### src/rtl/bcd_counter_n_pkg.sv
// Shared constants, digit type and terminal-value helper for the bcd_counter_n family.
// Latency: n/a (package only).
// Backpressure: n/a (package only).
package bcd_counter_n_pkg;

  localparam int unsigned DIGIT_W_DEFAULT = 4;
  localparam int unsigned MOD_DEC         = 10;

  typedef logic [DIGIT_W_DEFAULT-1:0] digit_t;

  // Value a digit sits at when it is about to wrap: MOD-1 counting up, 0 counting down.
  function automatic int unsigned terminal_value(input logic up, input int unsigned modulus);
    return up ? (modulus - 32'd1) : 32'd0;
  endfunction

endpackage

### src/rtl/bcd_digit_cell.sv
// One modulo-MOD digit: parallel load with out-of-range clamp to 0, step up/down with wrap.
// Latency: 1 clock from load/step to q; at_max/at_min are combinational from q.
// Backpressure: none; step is a plain per-cycle enable from the carry chain.
module bcd_digit_cell
  import bcd_counter_n_pkg::*;
#(
  parameter int unsigned DIGIT_W = DIGIT_W_DEFAULT,
  parameter int unsigned MOD     = MOD_DEC
) (
  input  logic               clk,
  input  logic               clrn,
  input  logic               load,
  input  logic [DIGIT_W-1:0] d,
  input  logic               step,
  input  logic               up,
  output logic [DIGIT_W-1:0] q,
  output logic               at_max,
  output logic               at_min
);

  localparam logic [DIGIT_W-1:0] MAX_V = DIGIT_W'(terminal_value(1'b1, MOD));
  localparam logic [DIGIT_W-1:0] MIN_V = DIGIT_W'(terminal_value(1'b0, MOD));
  localparam logic [DIGIT_W-1:0] ONE_V = DIGIT_W'(1);

  logic d_ok;

  assign d_ok   = (32'(d) < MOD);
  assign at_max = (q == MAX_V);
  assign at_min = (q == MIN_V);

  // Digit register: reset > load (clamped) > step; a loaded digit can never leave the 0..MOD-1 range.
  always_ff @(posedge clk or posedge clrn) begin
    if (clrn) begin
      q <= '0;
    end else if (load) begin
      q <= d_ok ? d : '0;
    end else if (step) begin
      if (up) begin
        q <= at_max ? MIN_V : (q + ONE_V);
      end else begin
        q <= at_min ? MAX_V : (q - ONE_V);
      end
    end
  end

endmodule

### src/rtl/bcd_counter_n.sv
// DIGITS-digit cascaded modulo-MOD up/down counter with load range check; CNT_SATURATE_EN holds at the limits instead of wrapping.
// Latency: 1 clock from load/en/up to Q and load_err; Co is combinational from Q, en and up.
// Backpressure: none; en is a plain count enable and Co feeds the next instance's en.
module bcd_counter_n
  import bcd_counter_n_pkg::*;
#(
  parameter int unsigned DIGITS  = 2,
  parameter int unsigned DIGIT_W = DIGIT_W_DEFAULT,
  parameter int unsigned MOD     = MOD_DEC
) (
  input  logic                      clk,
  input  logic                      clrn,
  input  logic                      load,
  input  logic [DIGITS*DIGIT_W-1:0] D,
  input  logic                      en,
  input  logic                      up,
  output logic [DIGITS*DIGIT_W-1:0] Q,
  output logic                      Co,
  output logic                      load_err
);

  logic [DIGITS-1:0] at_max;
  logic [DIGITS-1:0] at_min;
  logic [DIGITS-1:0] step;
  logic [DIGITS-1:0] d_bad;
  logic              at_limit;
  logic              cnt;

  // Whole counter sits at the terminal value for the current direction.
  assign at_limit = up ? (&at_max) : (&at_min);
  assign Co       = en & at_limit;

`ifdef CNT_SATURATE_EN
  // Freeze at the limit rather than rolling over.
  assign cnt = en & ~at_limit;
`else
  assign cnt = en;
`endif

  // Step chain: digit i moves when counting and every lower digit is at its terminal value.
  always_comb begin
    logic acc;
    step = '0;
    acc  = cnt;
    for (int i = 0; i < int'(DIGITS); i++) begin
      step[i] = acc;
      acc     = acc & (up ? at_max[i] : at_min[i]);
    end
  end

  // Flag each load digit that falls outside 0..MOD-1.
  always_comb begin
    d_bad = '0;
    for (int i = 0; i < int'(DIGITS); i++) begin
      d_bad[i] = (32'(D[i*DIGIT_W +: DIGIT_W]) >= MOD);
    end
  end

  // load_err reflects only the most recent load and is otherwise sticky.
  always_ff @(posedge clk or posedge clrn) begin
    if (clrn) begin
      load_err <= 1'b0;
    end else if (load) begin
      load_err <= |d_bad;
    end
  end

  for (genvar g = 0; g < DIGITS; g++) begin : g_digit
    bcd_digit_cell #(
      .DIGIT_W (DIGIT_W),
      .MOD     (MOD)
    ) u_cell (
      .clk    (clk),
      .clrn   (clrn),
      .load   (load),
      .d      (D[g*DIGIT_W +: DIGIT_W]),
      .step   (step[g]),
      .up     (up),
      .q      (Q[g*DIGIT_W +: DIGIT_W]),
      .at_max (at_max[g]),
      .at_min (at_min[g])
    );
  end

endmodule

### config.mk
export PLATFORM = sky130hd
export DESIGN_NAME = bcd_counter_n
export DESIGN_NICKNAME = d
export VERILOG_FILES = /design/src/rtl/bcd_counter_n_pkg.sv /design/src/rtl/bcd_digit_cell.sv /design/src/rtl/bcd_counter_n.sv
export SDC_FILE = /design/constraint.sdc
export NUM_CORES = 1
export LEC_CHECK = 0
export ABC_AREA = 1
export BUFFER_PORTS_ARGS = -buffer_cell sky130_fd_sc_hd__buf_4
export CORE_MARGIN = 2
export CORE_UTILIZATION = 26
export DETAILED_ROUTE_END_ITERATION = 6
export PLACE_DENSITY_LB_ADDON = 0.1
export SKIP_CTS_REPAIR_TIMING = 1
export SLEW_MARGIN = 10
export SYNTH_ARGS = -nofsm -noshare
export SYNTH_HDL_FRONTEND = slang
export SYNTH_SLANG_ARGS = --single-unit
### constraint.sdc
create_clock -name clk -period 1.61 [get_ports clk]
set_input_delay 0.322 -clock clk [delete_from_list [all_inputs] [get_ports clk]]
set_output_delay 0.322 -clock clk [all_outputs]
set_load 0.005 [all_outputs]
==> results by group <==
Run status
  • Status: finished with violations
  • Violated checks: design-rule violations, negative setup slack

Pwr
  • Lkg Pwr: 0.565 nW
  • Pwr/cell area: between 800 and 900 nW/µm²
  • Overall Power: between 0.9 and 1 mW
  • VDD IR-drop max: 0.427 mV

Global route
  • Largest net degree at the start of global routing: 14
  • GRT met2 Usage: 17.5%
  • Initial antenna violation count: 0
  • Overflow after GRT: 0
  • First-pass GRT wire length: roughly 3300 µm
  • Top Usage Layer GRT: met1
  • Met1 usage: between 10% and 20%
  • Number of global-route vias before repair: just under 800
  • Tot GR Track Use: about an eighth
  • Grt met3 use: ~1.5%

STA
  • Max-slew headroom: between 70 and 80%
  • Layout Skew: about 0.0029 ns
  • Final Critical Period: about 1.6 ns
  • Tcrit/Tclk final: 101%
  • Slew @ Worst Pin: 0.426 ns
  • Hold Slack: about 0.035 ns
  • Final setup viols: 1
  • RSZ-0062 raised after global routing: true
  • Hold Fails Final Rpt: 0
  • Setup TNS: -0.0171 ns
  • Pins Over Slew Limit: 0
  • Achievable clock frequency: a little over 0.6 GHz
  • Fin worst setup slack: -0.0171 ns

Cells and area
  • Ant diodes: 0
  • Fin nets: about 170
  • Post-route insts no fill: about 190
  • Share of cells above drive strength 1: 30.6%
  • Finished Core Util: between 30% and 40%
  • Cell area after layout: 1070 µm²
  • Layout Area Growth over Synthesis: 36.4%

Synth
  • Syn_area_per_cell: ~6.0 µm²
  • Top_reg_cell synth: dfrtp_1
  • Synth warn: 0
  • Post-synth EDFFs: 0
  • Synth cell types: 24
  • Synth area leader: dfrtp_1
  • Syn nets: roughly 140
  • Count leader, synth: nand2_1
  • Asr flop ratio synth: between 90% and 100%
  • Sequential fraction of the synthesis area: around 29%
  • Post-Syn Instances: between 100 and 150
  • Mapped Area: 785 µm²
  • Register bit total from synthesis: 9
  • Area contributors post-synth: dfrtp_1, nand2_1, nand3_1, inv_1, nor2_1
  • Synth cell count leaders: nand2_1, nand3_1, inv_1, nor2_1, dfrtp_1
  • Yosys top cell area share: 28.7%

Place
  • Dpl cells: between 150 and 200
  • DP Area: 1000 µm²
  • Pre-CTS WS: about 0.11 ns
  • Gpl congestion: 0.811
  • IO buf count: 22
  • Dpl hpwl: roughly 1600 µm

Clock network
  • Reg clk slew, reported paths: around 0.060 ns
  • Clk root buf: clkbuf_4
  • Clock sink count: 9
  • # H-tree levels: 1
  • Clock latency on the worst-skew pair: 0.25 ns
  • Clk buf depth: 2
  • CTS tree: yes
  • CTS Buf Count: 3

Critical path
  • Worst Setup End Kind: output port
  • FF-to-FF Start: g_digit[1].u_cell.q[2]
  • Worst EP arrival: ~1.3 ns
  • CP startpoint: g_digit[0].u_cell.q[2]
  • Critical Path RT: approximately 1.3 ns
  • R2R depth: 9
  • Startpoint Class: flop
  • Crit Path Category: reg -> out
  • Worst-path maximum fanout: 4

Drt
  • Via count: about 940
  • Final ANT Viol Nets: 0
  • DRC viols: 1
  • 1st-iter DRT viols: 37
  • DRT Pass-1 Iters: 6
  • Total Wirelength: about 2100 µm
  • Vias per cell: 4.91
  • WL per Instance: approximately 11 µm

Run
  • Maximum capacitance violations: 0

Floorplanning
  • Core footprint: 2810 µm²
  • Die Span Y: about 60 µm
  • Rows: 19
  • Io pins: 23
  • Initial Util: between 20 and 30%
  • DIE WIDTH: ~60 µm
  • Die area: 3470 µm²

Min path
  • Hold WC Path Type: in -> async
## registers in the layout, summed over array words and instances (netlist names)
name / cells
g_digit.u_cell.q: 8
load_err: 1
## cell type report
cell class,instances,area [µm²]
tap,31,38.8
multi-input combinational,106,513
inverter,13,48.8
clock buffer,4,26.3
sequential,9,233
timing repair buffer,28,210
fill,313,1740
## critical path, cell delays in order, from the launching register on
cell     delay (ns)
dfrtp_1        0.41
inv_2          0.10
nand2_2        0.07
o21ai_2        0.14
nand3_2        0.09
nor3_2         0.12
buf_4          0.13
## power breakdown
group	switching (mW)	leakage, nW	internal (mW)
Sequential	0.0593	0.104	0.266
Combinational	0.227	0.446	0.193
Clock	0.0760	0.0150	0.0953
Total	0.363	0.565	0.555
## layout by cell type (no fill, tap or decap)
cell / Yosys / layout
o21ai_1: 1 / 1
a22oi_1: 1 / 1
o21ai_2: 1 / 1
a21oi_2: 0 / 1
buf_4: 0 / 28
nand2_2: 1 / 2
nand2_4: 1 / 1
inv_2: 1 / 2
clkbuf_1: 1 / 1
nand2_1: 46 / 45
nor2_4: 1 / 1
nand4_1: 2 / 2
dfrtp_2: 0 / 6
nor3_1: 2 / 1
o21bai_1: 1 / 1
a211oi_1: 1 / 1
clkbuf_4: 0 / 3
nand3b_1: 1 / 1
o22ai_1: 1 / 1
nor2_2: 0 / 2
nand3_2: 1 / 1
dfrtp_1: 9 / 3
inv_1: 12 / 11
nand3_1: 22 / 22
o21ai_0: 6 / 6
a21oi_1: 5 / 4
a31oi_1: 1 / 1
nor2_1: 11 / 9
nor3_2: 0 / 1
## layer usage
layer	vias up	routed length, µm
met5	-	0
met4	0	16
met3	2	172
met2	38	895
met1	405	1010
li1	493	-
## kinds of logic after synthesis
logic type      Yosys count  share of synthesized area (%)
buf+inv                  16                           7.97
flops                     9                           28.7
compound gates           18                           13.2
simple gates             88                           50.1
## path summary, 6_finish.rpt
kind	to	slack, ns
worst max-delay path	Co	-0.02
worst min-delay path	g_digit[1].u_cell.q[2]	0.03
worst max register to register	g_digit[1].u_cell.q[3]	0.36
worst min register to register	load_err	0.55
max in group asynchronous	g_digit[0].u_cell.q[1]	1.29
min in group clk	g_digit[0].u_cell.q[0]	0.35
Note: power is estimated with default switching activity, not from simulation.
